## config.mk

```make
export PLATFORM = sky130hd
export DESIGN_NAME = sync_fifo
export DESIGN_NICKNAME = d
export VERILOG_FILES = /design/src/rtl/sync_fifo_pkg.sv /design/src/rtl/sync_fifo_mem.sv /design/src/rtl/sync_fifo.sv
export SDC_FILE = /design/constraint.sdc
export NUM_CORES = 1
export LEC_CHECK = 0
export CAP_MARGIN = 20
export CORE_ASPECT_RATIO = 0.7
export CORE_UTILIZATION = 33
export DETAILED_ROUTE_END_ITERATION = 8
export PLACE_DENSITY = 0.57
export SKIP_CTS_REPAIR_TIMING = 1
export SLEW_MARGIN = 10
export SYNTH_ARGS = -nofsm -noshare
export SYNTH_HDL_FRONTEND = slang
export SYNTH_SLANG_ARGS = --single-unit
```

## constraint.sdc

```tcl
create_clock -name clk -period 3.3 [get_ports clk]
set_clock_uncertainty 0.1 [all_clocks]
set_input_delay 0.66 -clock clk [delete_from_list [all_inputs] [get_ports clk]]
set_output_delay 0.66 -clock clk [all_outputs]
set_load 0.05 [all_outputs]
```

## src/rtl/sync_fifo_pkg.sv

```systemverilog
// -----------------------------------------------------------------------------
// sync_fifo_pkg
//  Shared definitions for the single-clock FIFO:
//   - read-mode selector constants (standard registered read / FWFT)
//   - the status flag bundle carried as one registered struct
//   - pointer-compare helpers also used by the dual-clock FIFO.
//     They work on wrap-bit pointers: one extra MSB above the address bits.
// -----------------------------------------------------------------------------
package sync_fifo_pkg;

   // Read-mode selector values for the FWFT parameter
   localparam bit FIFO_MODE_STD  = 1'b0;
   localparam bit FIFO_MODE_FWFT = 1'b1;

   // Pointers of any width are zero-extended to this width before comparing
   localparam int PTR_MAX_W = 32;
   typedef logic [PTR_MAX_W-1:0] ptr_max_t;

   // Registered status flags, all derived from the next-state occupancy
   typedef struct packed {
      logic full;
      logic empty;
      logic afull;
      logic aempty;
   } fifo_flags_t;

   // Pointers equal (including the wrap bit) -> nothing stored
   function automatic logic ptr_empty(input ptr_max_t wp, input ptr_max_t rp);
      return (wp == rp);
   endfunction

   // Address bits equal but wrap bits differ -> writer is one lap ahead
   function automatic logic ptr_full(input ptr_max_t wp, input ptr_max_t rp, input int asize);
      ptr_max_t diff;
      ptr_max_t low_mask;
      ptr_max_t wrap_bit;
      diff     = wp ^ rp;
      wrap_bit = ptr_max_t'(1) << asize;
      low_mask = wrap_bit - ptr_max_t'(1);
      return ((diff & low_mask) == ptr_max_t'(0)) && ((diff & wrap_bit) != ptr_max_t'(0));
   endfunction

endpackage

```

## src/rtl/sync_fifo_mem.sv

```systemverilog
// -----------------------------------------------------------------------------
// sync_fifo_mem
//  DSIZE x DEPTH storage for the single-clock FIFO. Registered write,
//  combinational (asynchronous) read. Contents are never reset.
//  Defining VENDORRAM swaps in a vendor dual-port macro with the same ports.
// Ports
//  clk_i     clock
//  we_i      write enable (already qualified by the accept logic)
//  waddr_i   write address
//  wdata_i   write data
//  raddr_i   read address
//  rdata_o   read data, combinational from raddr_i
// -----------------------------------------------------------------------------
module sync_fifo_mem
   import sync_fifo_pkg::*;
#(
   parameter int DSIZE = 8,
   parameter int ASIZE = 4
) (
   input  logic             clk_i,
   input  logic             we_i,
   input  logic [ASIZE-1:0] waddr_i,
   input  logic [DSIZE-1:0] wdata_i,
   input  logic [ASIZE-1:0] raddr_i,
   output logic [DSIZE-1:0] rdata_o
);

   localparam int DEPTH = 1 << ASIZE;

`ifdef VENDORRAM
   vendor_ram_dp #(
      .DATA_W (DSIZE),
      .ADDR_W (ASIZE)
   ) u_vendor_ram (
      .clk   (clk_i),
      .we    (we_i),
      .waddr (waddr_i),
      .wdata (wdata_i),
      .raddr (raddr_i),
      .rdata (rdata_o)
   );
`else
   logic [DSIZE-1:0] mem_q [DEPTH];

   // Write port: store on accepted write
   always_ff @(posedge clk_i) begin
      if (we_i) begin
         mem_q[waddr_i] <= wdata_i;
      end
   end

   // Same-entry read-during-write cannot happen, so no bypass is needed
   assign rdata_o = mem_q[raddr_i];
`endif

endmodule

```

## src/rtl/sync_fifo.sv

```systemverilog
// -----------------------------------------------------------------------------
// sync_fifo
//  Single-clock FIFO with occupancy count, almost-full/almost-empty flags,
//  overflow/underflow pulses and selectable read mode.
// Ports
//  clk     clock, all logic on posedge
//  rst     synchronous active-high reset (wins over wen/ren)
//  wen     write request          wdata  write data
//  ren     read request (standard: fetch; FWFT: pop head)
//  rdata   read data              rvalid rdata holds a valid word
//  full    count == DEPTH         empty  count == 0
//  afull   count >= AFULL_TH      aempty count <= AEMPTY_TH
//  count   occupancy 0..DEPTH
//  ovf     1-cycle pulse, write rejected
//  udf     1-cycle pulse, read rejected
// -----------------------------------------------------------------------------
module sync_fifo
   import sync_fifo_pkg::*;
#(
   parameter int DSIZE     = 8,
   parameter int ASIZE     = 4,
   parameter bit FWFT      = FIFO_MODE_STD,
   parameter int AFULL_TH  = 14,
   parameter int AEMPTY_TH = 2
) (
   input  logic             clk,
   input  logic             rst,
   input  logic             wen,
   input  logic [DSIZE-1:0] wdata,
   input  logic             ren,
   output logic [DSIZE-1:0] rdata,
   output logic             rvalid,
   output logic             full,
   output logic             empty,
   output logic             afull,
   output logic             aempty,
   output logic [ASIZE:0]   count,
   output logic             ovf,
   output logic             udf
);

   localparam int             DEPTH    = 1 << ASIZE;
   localparam int             PW       = ASIZE + 1;
   localparam logic [ASIZE:0] AFULL_C  = PW'(AFULL_TH);
   localparam logic [ASIZE:0] AEMPTY_C = PW'(AEMPTY_TH);

   // Threshold range checks at elaboration
   if ((AFULL_TH < 1) || (AFULL_TH > DEPTH)) begin : g_afull_range_err
      $error("sync_fifo: AFULL_TH=%0d outside 1..%0d", AFULL_TH, DEPTH);
   end
   if ((AEMPTY_TH < 0) || (AEMPTY_TH > (DEPTH - 1))) begin : g_aempty_range_err
      $error("sync_fifo: AEMPTY_TH=%0d outside 0..%0d", AEMPTY_TH, DEPTH - 1);
   end

   logic [ASIZE:0]   wptr_q, wptr_d;
   logic [ASIZE:0]   rptr_q, rptr_d;
   logic [ASIZE:0]   count_q, count_d;
   fifo_flags_t      flags_q, flags_d;
   logic             ovf_q, ovf_d;
   logic             udf_q, udf_d;
   logic             ra_s;
   logic             wa_s;
   logic [DSIZE-1:0] mem_rdata_s;

   // Accept decisions, next pointers, next count and flags
   always_comb begin
      // A read is never accepted from an empty FIFO, even with a same-cycle write
      ra_s = ren & ~flags_q.empty;
      // A full FIFO can take a write only when a read frees a slot this cycle
      wa_s = wen & (~flags_q.full | ra_s);

      wptr_d = wptr_q;
      if (wa_s) begin
         wptr_d = wptr_q + PW'(1);
      end else begin
         wptr_d = wptr_q;
      end

      rptr_d = rptr_q;
      if (ra_s) begin
         rptr_d = rptr_q + PW'(1);
      end else begin
         rptr_d = rptr_q;
      end

      // Modular difference of wrap-bit pointers gives 0..DEPTH
      count_d        = wptr_d - rptr_d;
      flags_d.full   = ptr_full(ptr_max_t'(wptr_d), ptr_max_t'(rptr_d), ASIZE);
      flags_d.empty  = ptr_empty(ptr_max_t'(wptr_d), ptr_max_t'(rptr_d));
      flags_d.afull  = (count_d >= AFULL_C);
      flags_d.aempty = (count_d <= AEMPTY_C);

      ovf_d = wen & ~wa_s;
      udf_d = ren & ~ra_s;
   end

   // Pointer, occupancy, flag and error-pulse registers
   always_ff @(posedge clk) begin
      if (rst) begin
         wptr_q         <= '0;
         rptr_q         <= '0;
         count_q        <= '0;
         flags_q.full   <= 1'b0;
         flags_q.empty  <= 1'b1;
         flags_q.afull  <= 1'b0;
         flags_q.aempty <= 1'b1;
         ovf_q          <= 1'b0;
         udf_q          <= 1'b0;
      end else begin
         wptr_q  <= wptr_d;
         rptr_q  <= rptr_d;
         count_q <= count_d;
         flags_q <= flags_d;
         ovf_q   <= ovf_d;
         udf_q   <= udf_d;
      end
   end

   sync_fifo_mem #(
      .DSIZE (DSIZE),
      .ASIZE (ASIZE)
   ) u_mem (
      .clk_i   (clk),
      .we_i    (wa_s),
      .waddr_i (wptr_q[ASIZE-1:0]),
      .wdata_i (wdata),
      .raddr_i (rptr_q[ASIZE-1:0]),
      .rdata_o (mem_rdata_s)
   );

   if (FWFT == FIFO_MODE_FWFT) begin : g_fwft
      logic [DSIZE-1:0] rdata_s;

      // Head word shown directly; zero while empty so reset reads back 0
      always_comb begin
         rdata_s = '0;
         if (~flags_q.empty) begin
            rdata_s = mem_rdata_s;
         end else begin
            rdata_s = '0;
         end
      end

      assign rdata  = rdata_s;
      assign rvalid = ~flags_q.empty;
   end else begin : g_std
      logic [DSIZE-1:0] rdata_q, rdata_d;
      logic             rvalid_q, rvalid_d;

      // Capture the head on an accepted read, otherwise hold
      always_comb begin
         rvalid_d = ra_s;
         rdata_d  = rdata_q;
         if (ra_s) begin
            rdata_d = mem_rdata_s;
         end else begin
            rdata_d = rdata_q;
         end
      end

      // Registered read data and its valid strobe
      always_ff @(posedge clk) begin
         if (rst) begin
            rdata_q  <= '0;
            rvalid_q <= 1'b0;
         end else begin
            rdata_q  <= rdata_d;
            rvalid_q <= rvalid_d;
         end
      end

      assign rdata  = rdata_q;
      assign rvalid = rvalid_q;
   end

   assign full   = flags_q.full;
   assign empty  = flags_q.empty;
   assign afull  = flags_q.afull;
   assign aempty = flags_q.aempty;
   assign count  = count_q;
   assign ovf    = ovf_q;
   assign udf    = udf_q;

endmodule

```

# Word level (Yosys, flattened, before mapping)
# Memories as Yosys holds them, arrays and structs flattened. A register that Yosys moved wholly into a read port is not among the register bits.
# Cells that the tools add are included.
[totals]
n_memories = 1
mem_bits_rw = 128
reg_bits = 22
in_bits = 12
output_inout_bits = 20
wordCells = 33
[mem_list]
columns = ["memory", "words", "width", "read_ports", "rd_ports_with_merged_regs", "wr", "line", "source"]
rows = [
  ["u_mem.mem_q", 16, 8, 1, 1, 1, "sync_fifo_mem.sv:43", "logic [DSIZE-1:0] mem_q [DEPTH];"],
]
[classes]
bitwise_logic = 10
eq_ne = 1
magnitude_cmp = 2
add_sub_neg = 3
reduce_logical = 2
n_mux = 4
[ops]
columns = ["cell", "n"]
rows = [
  ["$logic_not A32 Y1", 1],
  ["$add A5 B1 Y5 const B", 2],
  ["$mux W5", 2],
  ["$eq A5 B5 Y1", 1],
  ["$ge A5 B4 Y1 const B", 1],
  ["$le A5 B2 Y1 const B", 1],
  ["$sub A5 B5 Y5", 1],
  ["$xor A5 B5 Y5", 1],
  ["$and A1 B1 Y1", 4],
  ["$not A1 Y1", 4],
  ["$mux W1", 2],
  ["$logic_and A1 B1 Y1", 1],
  ["$or A1 B1 Y1", 1],
]

# Depth between registers and ports, before layout
# Gate-level depths: netlist of the first run.
[logic_depth]
word_depth = 8
ltp_mapped = 12

# Modules after synthesis
# From an unflattened synthesis of the first run, not the netlist that was laid out.
[unflattened]
hier_cells = 359
hier_area_um2 = 6268.5
[by_module_without_submodules]
columns = ["module", "instances", "area_per_inst_um2", "seq_area_each_um2", "cells_per_inst"]
rows = [
  ["sync_fifo_mem", 1, 4987.3, 3843.7, 221],
  ["sync_fifo", 1, 1281.2, 600.6, 138],
]

# Worst setup path after synthesis of the first run
# OpenSTA, ideal clock, no wires.
[synth_timing]
path_kind = "input -> register"
from = "in ren"
to = "reg afull (netlist name)"
required_time_ps = 3068
path_buffers = 1
cell_stages = 11
arrival_time_ps = 2572
slack_ps = 497
cell_sequence = "nand2b_1 buf_6 a21oi_1 nor2_1 a21oi_1 inv_1 ha_1 a211o_1 and3_4 xor2_1 o221ai_2"
[synth_between]
elab_chain_cells = 6
[synth_rtl]
columns = ["element", "line", "source"]
rows = [
  ["from (decl)", "sync_fifo.sv:30", "input logic ren,"],
  ["$and A1 B1 Y1 *", "sync_fifo.sv:68", "ra_s = ren & ~flags_q.empty;"],
  ["$or A1 B1 Y1", "sync_fifo.sv:70", "wa_s = wen & (~flags_q.full | ra_s);"],
  ["$and A1 B1 Y1", "sync_fifo.sv:70", ""],
  ["$mux W5", "sync_fifo.sv:73", "if (wa_s) begin"],
  ["$sub A5 B5 Y5 *", "sync_fifo.sv:87", "count_d = wptr_d - rptr_d;"],
  ["$ge A5 B4 Y1 *", "sync_fifo.sv:90", "flags_d.afull = (count_d >= AFULL_C);"],
]
# Every way passes the cells marked *; elsewhere a longest branch is shown, timed or not.
# A chain may end at the register's enable or synchronous reset.

# Worst setup path after layout of the first run
[layout_timing]
from = "in ren"
to = "reg afull (netlist name)"
[layout_between]
elab_chain_cells = 6
[layout_rtl]
columns = ["element", "line"]
rows = [
  ["$and A1 B1 Y1 *", "sync_fifo.sv:68"],
  ["$or A1 B1 Y1", "sync_fifo.sv:70"],
  ["$and A1 B1 Y1", "sync_fifo.sv:70"],
  ["$mux W5", "sync_fifo.sv:73"],
  ["$sub A5 B5 Y5 *", "sync_fifo.sv:87"],
  ["$ge A5 B4 Y1 *", "sync_fifo.sv:90"],
]
# Marks and branches as above.

==> results of run 1 <==
[metal layers]
| metal | GRT usage (%) | part of all wire, % | vias up |
|---|---|---|---|
| met3 | 4.24 | 6.1 | 15 |
| met4 | 4.99 | 1.1 | 0 |
| li1 | - | - | 1516 |
| met5 | 0 | 0 | - |
| met2 | 20.4 | 42 | 93 |
| met1 | 22.9 | 51 | 1726 |
[final timing paths]
path,to,cells after the start
max,afull,9
min,rdata[5],2
max reg2reg,afull,9
min reg2reg,rdata[5],2
[through the flow]
step,TNS [ps],hold slack (ps),utilization [%]
detailed placement,-0.340,352,37.8
global route,0,384,40.9
global placement,0,343,37.8
CTS,0,360,40.9
finish,0,357,40.9
floorplan,0,411,-
[worst max-delay path: stages]
cell and delay, ps:
sky130_fd_sc_hd__clkdlybuf4s50_1 480, sky130_fd_sc_hd__nand2b_1 120, sky130_fd_sc_hd__a31o_1 250, sky130_fd_sc_hd__or2_2 310, sky130_fd_sc_hd__ha_1 210, sky130_fd_sc_hd__or4_4 550, sky130_fd_sc_hd__and3_4 170, sky130_fd_sc_hd__xor2_1 220
sky130_fd_sc_hd__o221ai_2 110
[cell families after synthesis]
| logic type | after synthesis |
|---|---|
| and+or+nand+nor | 81 |
| DFF | 158 |
| AOI/OAI and AO/OA | 26 |
| buffers and inverters | 24 |
| adders and majority gates | 10 |
| muxes | 41 |
| xor gates and xnor gates | 17 |
[final cells by class]
class	count	area share [%]
flip-flops and latches	158	57.6
repair buffers	62	7.20
clock buffers	17	5.51
inverters	6	0.292
well taps	242	3.92
multi-input cells	175	23.4
clock inverters	15	2.09
[flip-flops by register name (all words and copies together) (netlist names)]
register	flops
u_mem.mem_q	128
ovf	1
wptr_q	5
full	1
rvalid	1
empty	1
afull	1
rdata	8
rptr_q	5
udf	1
aempty	1
count	5
[Yosys cell counts (3+ instances only)]
cell type / number / share of area (%)
sky130_fd_sc_hd__and2_1: 15 / 1.5
sky130_fd_sc_hd__nor2b_1: 3 / 0.30
sky130_fd_sc_hd__nor2_1: 18 / 1.1
sky130_fd_sc_hd__ha_1: 10 / 2.0
sky130_fd_sc_hd__nand4_1: 4 / 0.39
sky130_fd_sc_hd__inv_1: 6 / 0.35
sky130_fd_sc_hd__edfxtp_1: 128 / 60
sky130_fd_sc_hd__xnor2_1: 10 / 1.4
sky130_fd_sc_hd__clkbuf_1: 8 / 0.47
sky130_fd_sc_hd__xor2_1: 5 / 0.69
sky130_fd_sc_hd__nand3_1: 3 / 0.24
sky130_fd_sc_hd__nand2_1: 24 / 1.4
sky130_fd_sc_hd__buf_2: 7 / 0.55
sky130_fd_sc_hd__a21oi_1: 13 / 1.0
sky130_fd_sc_hd__mux4_2: 40 / 14
sky130_fd_sc_hd__nor3_1: 3 / 0.24
sky130_fd_sc_hd__dfxtp_1: 30 / 9.4
[layout by cell type (no fill, tap or decap), types with 4 or more instances in the layout]
master / Yosys / final
sky130_fd_sc_hd__nand2_1: 24 / 24
sky130_fd_sc_hd__nor2_1: 18 / 18
sky130_fd_sc_hd__dfxtp_1: 30 / 29
sky130_fd_sc_hd__edfxtp_1: 128 / 128
sky130_fd_sc_hd__buf_4: 1 / 30
sky130_fd_sc_hd__xor2_1: 5 / 5
sky130_fd_sc_hd__a21oi_1: 13 / 13
sky130_fd_sc_hd__ha_1: 10 / 10
sky130_fd_sc_hd__nand4_1: 4 / 4
sky130_fd_sc_hd__and2_1: 15 / 15
sky130_fd_sc_hd__xnor2_1: 10 / 10
sky130_fd_sc_hd__clkbuf_16: 0 / 17
sky130_fd_sc_hd__inv_1: 6 / 6
sky130_fd_sc_hd__mux4_2: 40 / 40
sky130_fd_sc_hd__clkdlybuf4s50_1: 0 / 31
[power by group through the flow]
stage	clock network [mW]	registers (mW)	logic (mW)
final	1.93	2.24	0.721
after global routing	2.05	2.25	0.774
after CTS	1.97	2.25	0.728
after detailed placement	0	2.29	0.725
after global placement	0	2.28	0.720
after floorplan	0	2.42	0.354
==> impl_results.md, run 1 <==
* Sequential cell area fraction in the yosys report at a little over two thirds
* Number of buffers created by CTS at 17
* Synth unique cells at 43
* NetSw at ~1.2 mW
* Placed instance area at slightly above 7000 um2
* Transition time of the tightest slew-check pin at around 720 ps
* Total via count after detailed routing at approximately 3400
* Launch instance of the worst min-delay path: rdata[5]
* Largest net degree at the start of global routing at 35
* Power per standard cell area at ~630 nW/um2
* Most frequently used flop master after synthesis: sky130_fd_sc_hd__edfxtp_1
* Crit Path Max Fanout at 4
* Relative contribution of the clock network to total power at 39.4%
* Routed via count divided by cell count at around 5.0
* Cell row count at 42
* Critical path data arrival time at roughly 3100 ps
* Final routed wire length divided by cell count at around 21 um
* Total GRT Usage at around 15%
* Clock insertion delay at the later pin of the skew report at around 420 ps
* Sw frac at 25.4%
* Crit Reg-Reg Startpoint: wptr_q[0]
* Quantity of I/O buffers inserted on ports at 31
* Core Box Area at ~19000 um2
* Count of clock tree sinks at 158
* Crit path capture type: flop
* Peak VDD IR at 0.000325 V
* Y dimension of the die at ~120 um
* Overall die width at roughly 170 um
* Internal power of the cells at roughly 3.7 mW
* Post-synth ARST share at 0%
* Antenna violations before repair at 0
* Maxcap violations at 0
* Critical path startpoint: ren
* Post-Synth Simple-Gate Area at ~6.5%
* RSZ-0062 raised after global routing: false
* Syn. warnings at 0
* Number of instances in the synthesized netlist at around 360
* Count of state elements after synthesis at approximately 160
* Count of nets left with antenna violations after detail routing at 0
* Overall power consumption at approximately 5 mW
* Vias in the first global route at between 3000 and 4000
* Final number of hold-violating endpoints at 0
* Final critical-path share of the clock period at between 80% and 90%
* Placer congestion estimate at approximately 0.84
* Combinational power share at about 15%
* Clock tree from TritonCTS: yes
* Net count after synthesis at between 300 and 400
* DIE AREA at between 15000 and 20000 um2
* Pleak at ~2.5 nW
* Post-placement cell count at 643
* Syn-to-layout area delta at 21.4%
* Post-synth EDFFs at approximately 130
* Total DRC errors in the routed layout at 0
* Post-detail-place hpwl at ~8.9 mm
* Data required time at the worst endpoint at approximately 3500 ps
* Final min period at 2900 ps
* Cell area after layout at ~7700 um2
* Internal reg-to-reg setup slack at 470 ps
* Fraction of the mapped netlist area in compound gates at 2.93%
* Adder-cell area share of the yosys netlist at under 10%
* Total overflow reported by the global router at 0
* Reg power frac at between 40% and 50%
* Number of setup violations in the final report at 0
* Kind of launch point of the worst setup path: input port
* Number of standard cells in the final layout excluding fillers at 675
* Clock buffer depth at 2
* Worst setup path category: input port to flop
* Initial cell density of the core at between 30% and 40%
* Clock root buffer: sky130_fd_sc_hd__clkbuf_16
* Worst slew margin at a little over 50%
* Run status: finished, final reports clean
* Final wirelength at 13.9 mm
* Hold Crit Class: flop to flop
* N_diodes at 0
* Post-synthesis cell area at 6360 um2
* Final Max Slew Viols at 0
* Fraction of layout instances using a drive strength above 1 at about a quarter
* Setup slack after placement at -0.340 ps
* Multi-input combinational cell area at around 1800 um2
* Global-route wire length before repair at ~21 mm
* Least setup slack across all paths after layout at slightly above 400 ps
* Total I/O pin count at 32
* Peak Freq at about 0.35 GHz
* Iter 0 DRT Violations at 363
* Clock slew at reported path FFs at about 60 ps
* Combinational family with the most area after synthesis: multiplexers
* Avg Inst Size Synth at 17.8 um2
* Portion of netlist area occupied by mux cells at between 10 and 15%
* Register area at 4450 um2
* Post-Synth XOR/XNOR Area at around 2.7%
* Detailed-routing iteration count for the pre-antenna-repair pass at 5
* Final #Nets at roughly 440
* H-tree depth at 4
* Filler Cell Count at approximately 1700
Note: power is estimated with default switching activity, not from simulation.
==> run 2: changes to the inputs <==
--- a/config.mk
+++ b/config.mk
@@ -9,7 +9,6 @@
 export CORE_ASPECT_RATIO = 0.7
 export CORE_UTILIZATION = 33
 export DETAILED_ROUTE_END_ITERATION = 8
-export PLACE_DENSITY = 0.57
 export SKIP_CTS_REPAIR_TIMING = 1
 export SLEW_MARGIN = 10
 export SYNTH_ARGS = -nofsm -noshare
==> run 2 against run 1 <==
Maximum frequency is 2.3% lower. Clock-buffer cell count stayed put. Sequential cell count stayed put. Non-clock buffer count is 4 lower. Setup slack worse by 67 ps. Sequential share of layout area is 0.40 points higher. Critical path type unchanged. Largest cell class unchanged. Highest routed layer unchanged.
==> impl_results.md, run 2 (synthesized netlist as in run 1, its figures left out) <==
* Worst setup path category: input port to flop
* Total DRC errors in the routed layout at 0
* N_diodes at 0
* Final routed wire length divided by cell count at between 20 and 25 um
* Global-route met1 utilization at around 22%
* H-tree depth at 4
* Y dimension of the die at roughly 120 um
* Power per standard cell area at roughly 630 nW/um2
* Largest net degree at the start of global routing at 27
* Final number of hold-violating endpoints at 0
* Worst slew margin at 61.4%
* Register with the most flip-flops: u_mem.mem_q
* Final wirelength at between 10 and 15 mm
* Most common library cell in the layout ignoring fill and taps: sky130_fd_sc_hd__edfxtp_1
* Number of buffers created by CTS at 17
* Final #Nets at between 400 and 500
* Hold Path Cell Cnt at 2
* Quantity of I/O buffers inserted on ports at 31
* Pleak at approximately 2.5 nW
* Antenna violations before repair at 0
* Transition time of the tightest slew-check pin at between 500 and 600 ps
* Clock insertion delay at the later pin of the skew report at ~420 ps
* Vias in the first global route at about 3500
* Final min period at a little under 3000 ps
* Register area at approximately 4400 um2
* Most used routing layer in global routing: met1
* Global routing usage on met3 at ~3.4%
* Syn-to-layout area delta at 20.5%
* Cell row count at 42
* Count of clock tree sinks at around 160
* Number of standard cells in the final layout excluding fillers at roughly 670
* Final Max Slew Viols at 0
* Total GRT Usage at between 10% and 20%
* Run status: finished, final reports clean
* Iter 0 DRT Violations at 245
* Crit Reg-Reg Startpoint: wptr_q[0]
* Worst Hold Endpoint: rdata[6]
* Number of flip-flops under the largest register name at between 100 and 150
* Crit Path Max Fanout at 5
* Internal reg-to-reg setup slack at 400 ps
* Initial cell density of the core at 33.7%
* Number of setup violations in the final report at 0
* Total overflow reported by the global router at 0
* Post-detail-place hpwl at about 9.2 mm
* Clock buffer depth at 2
* Met2 usage at between 20% and 30%
* Global-route wire length before repair at around 21 mm
* Clock slew at reported path FFs at ~70 ps
* Fraction of layout instances using a drive strength above 1 at between 20% and 30%
* Most frequent cells in the layout: 128 x sky130_fd_sc_hd__edfxtp_1, 40 x sky130_fd_sc_hd__mux4_2, 31 x sky130_fd_sc_hd__clkdlybuf4s50_1, 29 x sky130_fd_sc_hd__dfxtp_1, 26 x sky130_fd_sc_hd__buf_4
* Peak VDD IR at between 0.0002 and 0.0003 V
* DIE AREA at 19800 um2
* Hold Crit Class: flop to flop
* Kind of launch point of the worst setup path: input port
* Critical path data arrival time at 3160 ps
* Clock root buffer: sky130_fd_sc_hd__clkbuf_16
* Clock tree from TritonCTS: yes
* Core Box Area at between 15000 and 20000 um2
* Data required time at the worst endpoint at between 3000 and 4000 ps
* Endpoint of the most critical register-to-register path: afull
* RSZ-0062 raised after global routing: false
* End-of-flow core utilization at ~41%
* Count of nets left with antenna violations after detail routing at 0
* Multi-input combinational cell area at approximately 1800 um2
* Detailed-routing iteration count for the pre-antenna-repair pass at 4
* Overall die width at about 170 um
* Overall power consumption at 4.84 mW
* Filler Cell Count at about 1700
* Routed via count divided by cell count at roughly 5.1
* Launch instance of the worst min-delay path: rdata[6]
* Placer congestion estimate at just under 0.9
* Total I/O pin count at 32
* Final critical-path share of the clock period at between 80% and 90%
* Post-placement cell count at between 600 and 700
* Peak Freq at about 0.34 GHz
* Crit path capture type: flop
* Maxcap violations at 0
* Reg2reg path depth at 9
* Total via count after detailed routing at between 3000 and 4000
## run 2: changes by cell type in the layout (fill, tap and decap cells not counted), sizes merged
cell,change
bufinv,-1
inv,+1
buf,-4
## run 2: layer usage
metal | up-vias | wire length [um]
met2 | 107 | 6140
met1 | 1765 | 6700
li1 | 1508 | -
met5 | - | 0
met3 | 11 | 732
met4 | 0 | 136
## run 2: per-stage QoR
stage                     setup WS, ps  instance area [um2]  hold slack (ps)  setup TNS, ps
after CTS                          364                 7660              362              0
after floorplan                    497                 6360              411              0
after detailed placement         -73.4                 7100              352          -81.7
final                              336                 7660              358              0
after global placement           -6.03                 7100              348          -6.03
after global routing               153                 7660              385              0
## run 2: worst max-delay path, cell delays in order
cell                              delay (ps)
sky130_fd_sc_hd__clkdlybuf4s50_1         480
sky130_fd_sc_hd__nand2b_1                150
sky130_fd_sc_hd__a21oi_1                 340
sky130_fd_sc_hd__nor2_1                   80
sky130_fd_sc_hd__a21oi_1                 160
sky130_fd_sc_hd__inv_1                    70
sky130_fd_sc_hd__ha_1                    340
sky130_fd_sc_hd__a211o_1                 340
sky130_fd_sc_hd__and3_4                  180
sky130_fd_sc_hd__xor2_1                  240
sky130_fd_sc_hd__o221ai_2                130
## run 2: how the worst max path moves through the flow
stage / start / endpoint / slack, ps / cells past startpoint
after global routing: ren / afull / 150 / 11
final: ren / afull / 340 / 11
after floorplan: ren / afull / 500 / 11
after global placement: ren / afull / -6 / 11
after detailed placement: ren / afull / -70 / 9
after CTS: ren / afull / 360 / 11
## run 2: where the power goes
| part | internal [mW] | switching [mW] |
|---|---|---|
| combinational | 0.313 | 0.406 |
| sequential | 2.22 | 0.0389 |
| clock | 1.05 | 0.815 |
## run 2: cell type report
cell class / count / area share [%]
tap: 242 / 3.95
timing repair buffer: 58 / 6.86
multi-input combinational: 175 / 23.5
sequential: 158 / 58.0
clock inverter: 15 / 1.80
clock buffer: 17 / 5.55
inverter: 6 / 0.294
==> run 3: changes to the inputs <==
--- a/config.mk
+++ b/config.mk
@@ -5,10 +5,12 @@
 export SDC_FILE = /design/constraint.sdc
 export NUM_CORES = 1
 export LEC_CHECK = 0
+export ABC_AREA = 1
 export CAP_MARGIN = 20
 export CORE_ASPECT_RATIO = 0.7
 export CORE_UTILIZATION = 33
 export DETAILED_ROUTE_END_ITERATION = 8
+export MAX_ROUTING_LAYER = met4
 export SKIP_CTS_REPAIR_TIMING = 1
 export SLEW_MARGIN = 10
 export SYNTH_ARGS = -nofsm -noshare
==> run 3 against run 2 <==
Via count is 33% higher. Clock-buffer cell count unchanged. Synthesized cell count rose by 62%. Highest routed layer unchanged.
==> impl_results.md, run 3 <==
* Maxcap violations at 0
* Number of flip-flops under the largest register name at 128
* Post-synth EDFFs at 128
* Count of nets left with antenna violations after detail routing at 0
* Final Max Slew Viols at 0
* Initial cell density of the core at between 30% and 40%
* Least setup slack across all paths after layout at 509 ps
* Overall die width at around 170 um
* Vias in the first global route at approximately 4300
* Count of clock tree sinks at ~160
* Net count after synthesis at 599
* Clock buffer depth at 2
* Area share of the largest cell type after synthesis at about three fifths
* Syn. warnings at 0
* Iter 0 DRT Violations at roughly 490
* Most frequent cells in the layout: 128 x sky130_fd_sc_hd__edfxtp_1, 106 x sky130_fd_sc_hd__nor2_1, 79 x sky130_fd_sc_hd__o21ai_0, 77 x sky130_fd_sc_hd__nand2_1, 31 x sky130_fd_sc_hd__clkdlybuf4s50_1
* Register area at around 4400 um2
* Sequential cell area fraction in the yosys report at roughly 70%
* Largest delay share family, worst path: simple AND/OR/NAND/NOR gates
* Transition time of the tightest slew-check pin at between 600 and 700 ps
* Total negative setup slack at 0 ps
* Total GRT Usage at around 17%
* Leading cell type by number of instances after synthesis: sky130_fd_sc_hd__edfxtp_1
* Crit-path max cell delay at approximately 570 ps
* Total DRC errors in the routed layout at 0
* Number of buffers created by CTS at 17
* Quantity of I/O buffers inserted on ports at 31
* Pleak at roughly 2.8 nW
* Clock tree from TritonCTS: yes
* H-tree depth at 4
* Filler Cell Count at 1813
* Peak VDD IR at between 0.0004 and 0.0005 V
* Final number of hold-violating endpoints at 0
* Final min period at 2790 ps
* Largest net degree at the start of global routing at 65
* Data required time at the worst endpoint at 3500 ps
* Register with the most flip-flops: u_mem.mem_q
* Most common library cell in the layout ignoring fill and taps: sky130_fd_sc_hd__edfxtp_1
* Largest cells by area after synthesis: sky130_fd_sc_hd__edfxtp_1 59%, sky130_fd_sc_hd__dfxtp_1 9.2%, sky130_fd_sc_hd__nor2_1 6.1%, sky130_fd_sc_hd__o21ai_0 6.0%, sky130_fd_sc_hd__nand2_1 4.4%
* RSZ-0062 raised after global routing: false
* Critical-path top delay cell: sky130_fd_sc_hd__clkdlybuf4s50_1
* Power per standard cell area at 654 nW/um2
* Cell row count at 42
* Clock slew at reported path FFs at about 60 ps
* Total via count after detailed routing at between 4000 and 5000
* Number of setup violations in the final report at 0
* Number of instances in the synthesized netlist at roughly 580
* Crit Path Max Fanout at 7
* Internal reg-to-reg setup slack at roughly 800 ps
* Avg Inst Size Synth at around 11 um2
* Hold Crit Class: flop to flop
* Fraction of layout instances using a drive strength above 1 at between 10% and 20%
* Core Box Area at ~19000 um2
* Final #Nets at between 600 and 700
* Worst setup path category: input port to flop
* Run status: finished, final reports clean
* Crit path capture type: flop
* Y dimension of the die at between 100 and 150 um
* Setup slack after placement at 135 ps
* Clock insertion delay at the later pin of the skew report at between 400 and 500 ps
* Total I/O pin count at 32
* N_diodes at 0
* Count of state elements after synthesis at roughly 160
* Critical path data arrival time at ~3000 ps
* Syn-to-layout area delta at 20.2%
* Most numerous cell types in the synthesized netlist: 128 x sky130_fd_sc_hd__edfxtp_1, 106 x sky130_fd_sc_hd__nor2_1, 79 x sky130_fd_sc_hd__o21ai_0
* Worst slew margin at 56.0%
* Synth unique cells at 32
* Cell repeated most along the worst path: sky130_fd_sc_hd__nand2_1
* Ordered cell list for the critical path: clkdlybuf4s50_1, nand2_4, nand2_4, nand2_4, xor2_1, ha_1, inv_1, ha_1, nor2_1, nand3b_1, nand2_1, nand2_1, nand2_1, nand2_1, nand2_1
* DIE AREA at between 20000 and 25000 um2
* Placer congestion estimate at 0.847
* Global-route wire length before repair at ~24 mm
* Detailed-routing iteration count for the pre-antenna-repair pass at 5
* Clock root buffer: sky130_fd_sc_hd__clkbuf_16
* Final wirelength at between 15 and 20 mm
* Post-synth ARST share at 0%
* Antenna violations before repair at 0
* Cell type contributing the most total cell area after synthesis: sky130_fd_sc_hd__edfxtp_1
* Kind of launch point of the worst setup path: input port
* Routed via count divided by cell count at between 5 and 6
* Final routed wire length divided by cell count at about 17 um
* Total overflow reported by the global router at 0
* Final critical-path share of the clock period at a little over four fifths
* Post-synthesis cell area at between 6000 and 7000 um2
* Post-detail-place hpwl at 9.87 mm
* Most frequently used flop master after synthesis: sky130_fd_sc_hd__edfxtp_1
* Multi-input combinational cell area at between 1500 and 2000 um2
* Critical path buffers and inverters at 2
* End-of-flow core utilization at approximately 41%
* Peak Freq at approximately 0.36 GHz
-- run 3: cell types whose count changed after synthesis, sizes merged, moves of 7 or more --
| cell | previous run | this run |
|---|---|---|
| a21oi | 13 | 5 |
| a41oi | 0 | 7 |
| and2 | 15 | 0 |
| clkbuf | 8 | 15 |
| inv | 6 | 30 |
| mux4 | 40 | 0 |
| nand2 | 24 | 87 |
| nand3 | 3 | 19 |
| nor2 | 18 | 108 |
| o211ai | 1 | 9 |
| o21ai | 2 | 81 |
| o22ai | 0 | 17 |
| xnor2 | 11 | 2 |
-- run 3: tightest hold or removal path, delay by kind of cell, from the launching register on --
family,cells,cell delay [ps]
flops,1,330
simple gates,2,100
-- run 3: cell families (layout without fill, tap and decap cells) --
group / after synthesis / in the layout / synth area share (%)
simple gates: 219 / 219 / 14.3
flops: 158 / 158 / 68.0
compound gates: 126 / 126 / 11.2
buf+inv: 59 / 119 / 3.68
fa+ha+maj: 10 / 10 / 1.91
xor+xnor: 5 / 5 / 0.900
-- run 3: path summary, 6_finish.rpt --
kind             start     end  depth (start not counted)
max                ren  aempty                         15
min              empty     udf                          2
max reg2reg  wptr_q[0]  aempty                         13
min reg2reg      empty     udf                          2
-- run 3: per-stage QoR --
stage	hold WS (ps)	power, mW	instance area [um2]	instances
finish	366	5.13	7860	901
floorplan	365	2.88	6540	577
global route	414	5.34	7860	901
global placement	357	3.15	7240	869
CTS	372	5.17	7860	901
detailed placement	363	3.17	7240	869
-- run 3: power by group --
group,internal (mW),switching (mW),leakage [nW],total [mW]
Clock,1.20,0.799,0.294,2.00
Sequential,2.23,0.0455,1.40,2.27
Combinational,0.274,0.588,1.10,0.863
Total,3.70,1.43,2.79,5.13
-- run 3: cell type report --
| class | count | share of cell area, % |
|---|---|---|
| flip-flops and latches | 158 | 56.6 |
| inverters | 31 | 1.50 |
| multi-input cells | 360 | 23.6 |
| clock inverters | 15 | 2.37 |
| repair buffers | 56 | 6.34 |
| well taps | 264 | 4.21 |
| clock buffers | 17 | 5.42 |
-- run 3: routing by layer --
| metal | GRT usage, % | up-vias | part of all wire, % |
|---|---|---|---|
| met5 | - | - | 0 |
| met4 | 5.63 | 0 | 1.3 |
| met3 | 4.16 | 20 | 6.3 |
| met2 | 24.3 | 170 | 45 |
| met1 | 22.9 | 2186 | 47 |
| li1 | - | 2138 | - |
